`src/rtl/run_serializer.sv`:
```
// run_serializer: turns queued (bit, run-length) tokens into a serial bit
// stream with a per-bit enable, plus reference run flags (exp_run2/exp_run3)
// aligned with each emitted bit for comparison against a run detector.
//
// Handshake: a token transfers on a rising clk edge where in_valid && in_ready.
// in_ready depends only on registered FIFO pointers, never on in_valid.
// Zero-length tokens complete the handshake but are dropped, never stored.
module run_serializer #(
  parameter int LEN_W      = 4,
  parameter int FIFO_DEPTH = 4
) (
  input  logic             clk,
  input  logic             resetn,
  input  logic             in_valid,
  output logic             in_ready,
  input  logic             in_bit,
  input  logic [LEN_W-1:0] in_len,
  input  logic             stall,
  output logic             dout,
  output logic             cen,
  output logic             run_done,
  output logic             exp_run2,
  output logic             exp_run3,
  output logic             busy
);

  localparam int AW = $clog2(FIFO_DEPTH);
  localparam int PW = AW + 1;

  typedef enum logic {S_IDLE, S_EMIT} state_t;

  // FIFO storage: {bit, len}
  logic [LEN_W:0]   mem [FIFO_DEPTH];
  logic [PW-1:0]    wptr, rptr;
  logic             fifo_empty, fifo_full;
  logic             push, pop;
  logic             head_bit;
  logic [LEN_W-1:0] head_len;

  // Emission FSM
  state_t           state, state_n;
  logic [LEN_W-1:0] rem, rem_n;
  logic             cur_bit, cur_bit_n;
  logic             emit, emit_bit, last;

  // History of consecutive equal emitted bits (0 = nothing emitted yet)
  logic [1:0]       hcnt, hcnt_n;

  assign fifo_empty = (wptr == rptr);
  assign fifo_full  = (wptr[AW] != rptr[AW]) && (wptr[AW-1:0] == rptr[AW-1:0]);
  assign in_ready   = !fifo_full;
  assign push       = in_valid && !fifo_full && (in_len != '0);
  assign head_bit   = mem[rptr[AW-1:0]][LEN_W];
  assign head_len   = mem[rptr[AW-1:0]][LEN_W-1:0];

  // Next-state logic: pop tokens, pick the bit to emit, count down the run.
  // Popping from IDLE emits the token's first bit immediately; popping on the
  // last bit of a run loads the whole next token so its first bit follows
  // on the very next cycle with no bubble.
  always_comb begin
    state_n   = state;
    rem_n     = rem;
    cur_bit_n = cur_bit;
    pop       = 1'b0;
    emit      = 1'b0;
    emit_bit  = cur_bit;
    last      = 1'b0;
    case (state)
      S_IDLE: begin
        if (!fifo_empty && !stall) begin
          pop      = 1'b1;
          emit     = 1'b1;
          emit_bit = head_bit;
          if (head_len == LEN_W'(1)) begin
            last = 1'b1;
          end else begin
            state_n   = S_EMIT;
            rem_n     = head_len - LEN_W'(1);
            cur_bit_n = head_bit;
          end
        end
      end
      S_EMIT: begin
        if (!stall) begin
          emit     = 1'b1;
          emit_bit = cur_bit;
          if (rem == LEN_W'(1)) begin
            last = 1'b1;
            if (!fifo_empty) begin
              pop       = 1'b1;
              cur_bit_n = head_bit;
              rem_n     = head_len;
            end else begin
              state_n = S_IDLE;
            end
          end else begin
            rem_n = rem - LEN_W'(1);
          end
        end
      end
      default: state_n = S_IDLE;
    endcase
  end

  // History counter: restart at 1 on a bit change, saturate at 3.
  always_comb begin
    hcnt_n = hcnt;
    if (hcnt == 2'd0 || emit_bit != dout) begin
      hcnt_n = 2'd1;
    end else if (hcnt != 2'd3) begin
      hcnt_n = hcnt + 2'd1;
    end
  end

  // FIFO pointers and storage.
  always_ff @(posedge clk) begin
    if (!resetn) begin
      wptr <= '0;
      rptr <= '0;
      for (int i = 0; i < FIFO_DEPTH; i++) mem[i] <= '0;
    end else begin
      if (push) begin
        mem[wptr[AW-1:0]] <= {in_bit, in_len};
        wptr              <= wptr + PW'(1);
      end
      if (pop) rptr <= rptr + PW'(1);
    end
  end

  // FSM state, run counter and current run bit.
  always_ff @(posedge clk) begin
    if (!resetn) begin
      state   <= S_IDLE;
      rem     <= '0;
      cur_bit <= 1'b0;
    end else begin
      state   <= state_n;
      rem     <= rem_n;
      cur_bit <= cur_bit_n;
    end
  end

  // Registered serial outputs; dout and history only move on emitted bits.
  always_ff @(posedge clk) begin
    if (!resetn) begin
      dout     <= 1'b0;
      cen      <= 1'b0;
      run_done <= 1'b0;
      exp_run2 <= 1'b0;
      exp_run3 <= 1'b0;
      hcnt     <= 2'd0;
      busy     <= 1'b0;
    end else begin
      cen      <= emit;
      run_done <= emit && last;
      exp_run2 <= emit && (hcnt_n >= 2'd2);
      exp_run3 <= emit && (hcnt_n == 2'd3);
      busy     <= !fifo_empty || (state == S_EMIT);
      if (emit) begin
        dout <= emit_bit;
        hcnt <= hcnt_n;
      end
    end
  end

endmodule

```
`config.mk`:
```
export PLATFORM = sky130hd
export DESIGN_NAME = run_serializer
export DESIGN_NICKNAME = d
export VERILOG_FILES = /design/src/rtl/run_serializer.sv
export SDC_FILE = /design/constraint.sdc
export NUM_CORES = 1
export LEC_CHECK = 0
export ABC_CLOCK_PERIOD_IN_PS = 2910
export BUFFER_PORTS_ARGS = -buffer_cell sky130_fd_sc_hd__buf_2
export CAP_MARGIN = 20
export CORE_ASPECT_RATIO = 0.5
export CORE_UTILIZATION = 35
export DETAILED_ROUTE_END_ITERATION = 6
export MAX_ROUTING_LAYER = met4
export PLACE_DENSITY = 0.48
export SLEW_MARGIN = 20
export SYNTH_ARGS = -nofsm -noshare
export SYNTH_HDL_FRONTEND = slang
export SYNTH_SLANG_ARGS = --single-unit
```
`constraint.sdc`:
```
create_clock -name clk -period 2.91 [get_ports clk]
set_input_delay 0.291 -clock clk [delete_from_list [all_inputs] [get_ports clk]]
set_output_delay 0.291 -clock clk [all_outputs]
set_load 0.005 [all_outputs]
```
==> metrics <==
Reg2Reg Capture Point rem[3]; Worst-Margin Slew 0.615 ns; Leakage around 0.001 uW; Post-synth ARST share 0%; Comb power frac 30.1%; R2R depth 7; Clock power frac between 20% and 30%; CTS hold repair buffers 0; CTS tree built; die span in y roughly 58 um; mean post-synth cell area 11.0 um2; count of final setup violators 0; crit path max fanout 8; detailed-placement wirelength estimate 3.29 mm; die area 6640 um2; Core ar. between 6000 and 7000 um2; P per Cell Area 764 nW/um2; largest net degree at the start of global routing 31; critical-path cell list mux4_1 -> ha_1 -> and2b_2 -> a2bb2oi_1 -> o21a_1 -> o221a_2 -> a21oi_1; Yosys reg bits 42; Via density 4.83; Pwr Total 1950 uW; worst skew pair latency 0.29 ns; Worst IR Drop VDD 275 uV; biggest cell delay along the critical path 0.66 ns; clk sinks 42; drt pass-1 iters 4; antenna violations before repair 0; WP data required 3.08 ns; Nets 240; setup_tns 0 ns; most common cell after layout, fill and taps aside dfxtp_1; Clock Skews 0.00303 ns; internal power roughly 1300 uW; total wire length between 4 and 5 mm; Final Max Tran Viols 0; vias in the first global route 1,420; Via Count 1,518; Critical-path top delay cell mux4_1; P&R area growth vs syn 16.0%; PortBufs 15; postcts setup bufs 0; hold_sp in_bit; sw power 648 uW; Starting Density 36.3%; # Max-Cap Violations 0; Tcrit/Tclk final a little over four fifths; Seq pwr share 40.2%; Row Count 20; Mapped Area between 2000 and 2500 um2; Main synth FF type dfxtp_1; Clock transition at path regs ~0.07 ns; Filler cells around 590; Slew Limit Headroom 59.0%; Fin. Hold Viols 0; synth top area cells edfxtp_1, dfxtp_1, and2_1, mux4_1, ha_1; Util after Layout 42.1%; Post-synth EDFFs 20; gr ovfl total 0; Post-CTS Resized 0; GPL Wtd Cong 0.742; DRT iter0 DRCs between 40 and 50; Synth cell types 51; post-synth top area share 27.2%; DRC viols 0; Num CTS Buffers 5; crit path capture type flop; RSZ-0062 raised after global routing no; run status complete, no violations; commonest cells after routing, fill and taps aside dfxtp_1, and2_1, edfxtp_1; path type of the worst setup path reg -> reg; crit path time final 2.45 ns; Horiz. Die Dim 114 um; I/O pins 16; Total GRT Usage 15.4%; Synth area leader edfxtp_1; global-route wire length before repair 7.42 mm; Data arrival, critical path 2.62 ns; hold crit path type in -> reg; Reg2Reg Setup Slack between 0.4 and 0.5 ns; Synth Warn # 0; Hold Path Sink mem[1][4]; H-tree levels 2; sw frac 33.2%; clock buffer depth 2; Root Driver clkbuf_16; share of cells above drive strength 1 19.5%; WHS Path Cells 2; fmax 409 MHz; antenna-violating nets left 0; Synth Instances 201; sequential share of the synthesized area 47.2%; post-synthesis net count 216; Setup crit start kind flop; DR WL/cell 14.7 um; Antenna Cells 0
[cells by family (layout without fill, tap and decap cells)]
kind of cell,count (synthesis),count (layout),share of synthesized area [%]
simple gates,76,76,20.2
buf+inv,16,41,3.75
xor+xnor,12,12,4.77
mux,11,11,8.63
flops,42,42,47.2
fa+ha+maj,6,6,3.41
compound gates,38,38,12.0
[Yosys cell counts (2+ instances only)]
library cell,count
and3_1,6
nor2_1,6
or4_1,2
nor2b_1,5
inv_1,9
o21a_1,4
mux2i_1,4
o211ai_1,3
xnor2_1,4
or2b_2,2
o21ai_0,7
nand2b_1,4
dfxtp_1,22
nand3_1,2
ha_1,6
o31ai_1,3
nor3b_1,4
mux4_1,3
xor2_1,8
mux4_2,2
edfxtp_1,20
a21oi_1,9
nor3_1,3
clkbuf_1,3
and2_1,20
nand2_1,14
nor4_1,2
[how the worst max path moves through the flow]
| stage | from | to | slack (ns) |
|---|---|---|---|
| 6_report | flop | rem[3] | 0.46 |
| 2_1_floorplan | flop | rem[3] | 0.62 |
| 4_1_cts | flop | rem[3] | 0.46 |
| 3_3_place_gp | flop | rem[3] | 0.56 |
| 3_5_place_dp | flop | rem[3] | 0.48 |
| 5_1_grt | flop | rem[3] | 0.25 |
[final cells by class]
cell class                      count  area, um2  share of cell area (%)
Timing Repair Buffer               24        143                    5.58
Tap cell                           88        110                    4.31
Multi-Input combinational cell    143       1080                    42.3
Clock buffer                        5        125                    4.89
Inverter                            9       33.8                    1.32
Clock inverter                      3       23.8                   0.930
Sequential cell                    42       1040                    40.7
[state kept, by name (all words and copies together), names as in the netlist, 2 cells and up, named ones only]
| signal | flops |
|---|---|
| mem | 20 |
| rem | 4 |
| hcnt | 2 |
| rptr | 3 |
| wptr | 3 |
[metrics by stage]
step                area (um2)  cells  worst slack [ns]  hold slack (ns)
finish                    2560    314             0.463            0.322
global route              2560    314             0.251            0.341
CTS                       2560    314             0.457            0.324
detailed placement        2410    306             0.479            0.471
global placement          2410    306             0.558            0.471
floorplan                 2200    201             0.621            0.444
[routing by layer]
layer | global-route usage (%) | part of all wire [%]
met1 | 22.3 | 54
met5 | - | 0
met2 | 21.8 | 41
met3 | 3.87 | 4.4
met4 | 2.78 | 0
[critical path, delay by kind of cell, from the launching register on]
family,cells,cell delay [ns]
adders and majority gates,1,0.24
and+or+nand+nor,1,0.19
AOI/OAI and AO/OA,4,0.89
DFF,1,0.37
muxes,1,0.66
[power groups by stage]
stage | Clock (uW) | Sequential [uW] | Combinational [uW]
detailed placement | 0 | 798 | 590
global route | 615 | 800 | 662
CTS | 585 | 786 | 594
floorplan | 0 | 763 | 468
global placement | 0 | 797 | 589
finish | 580 | 785 | 589
No activity file was read; power rests on OpenSTA's default activity.
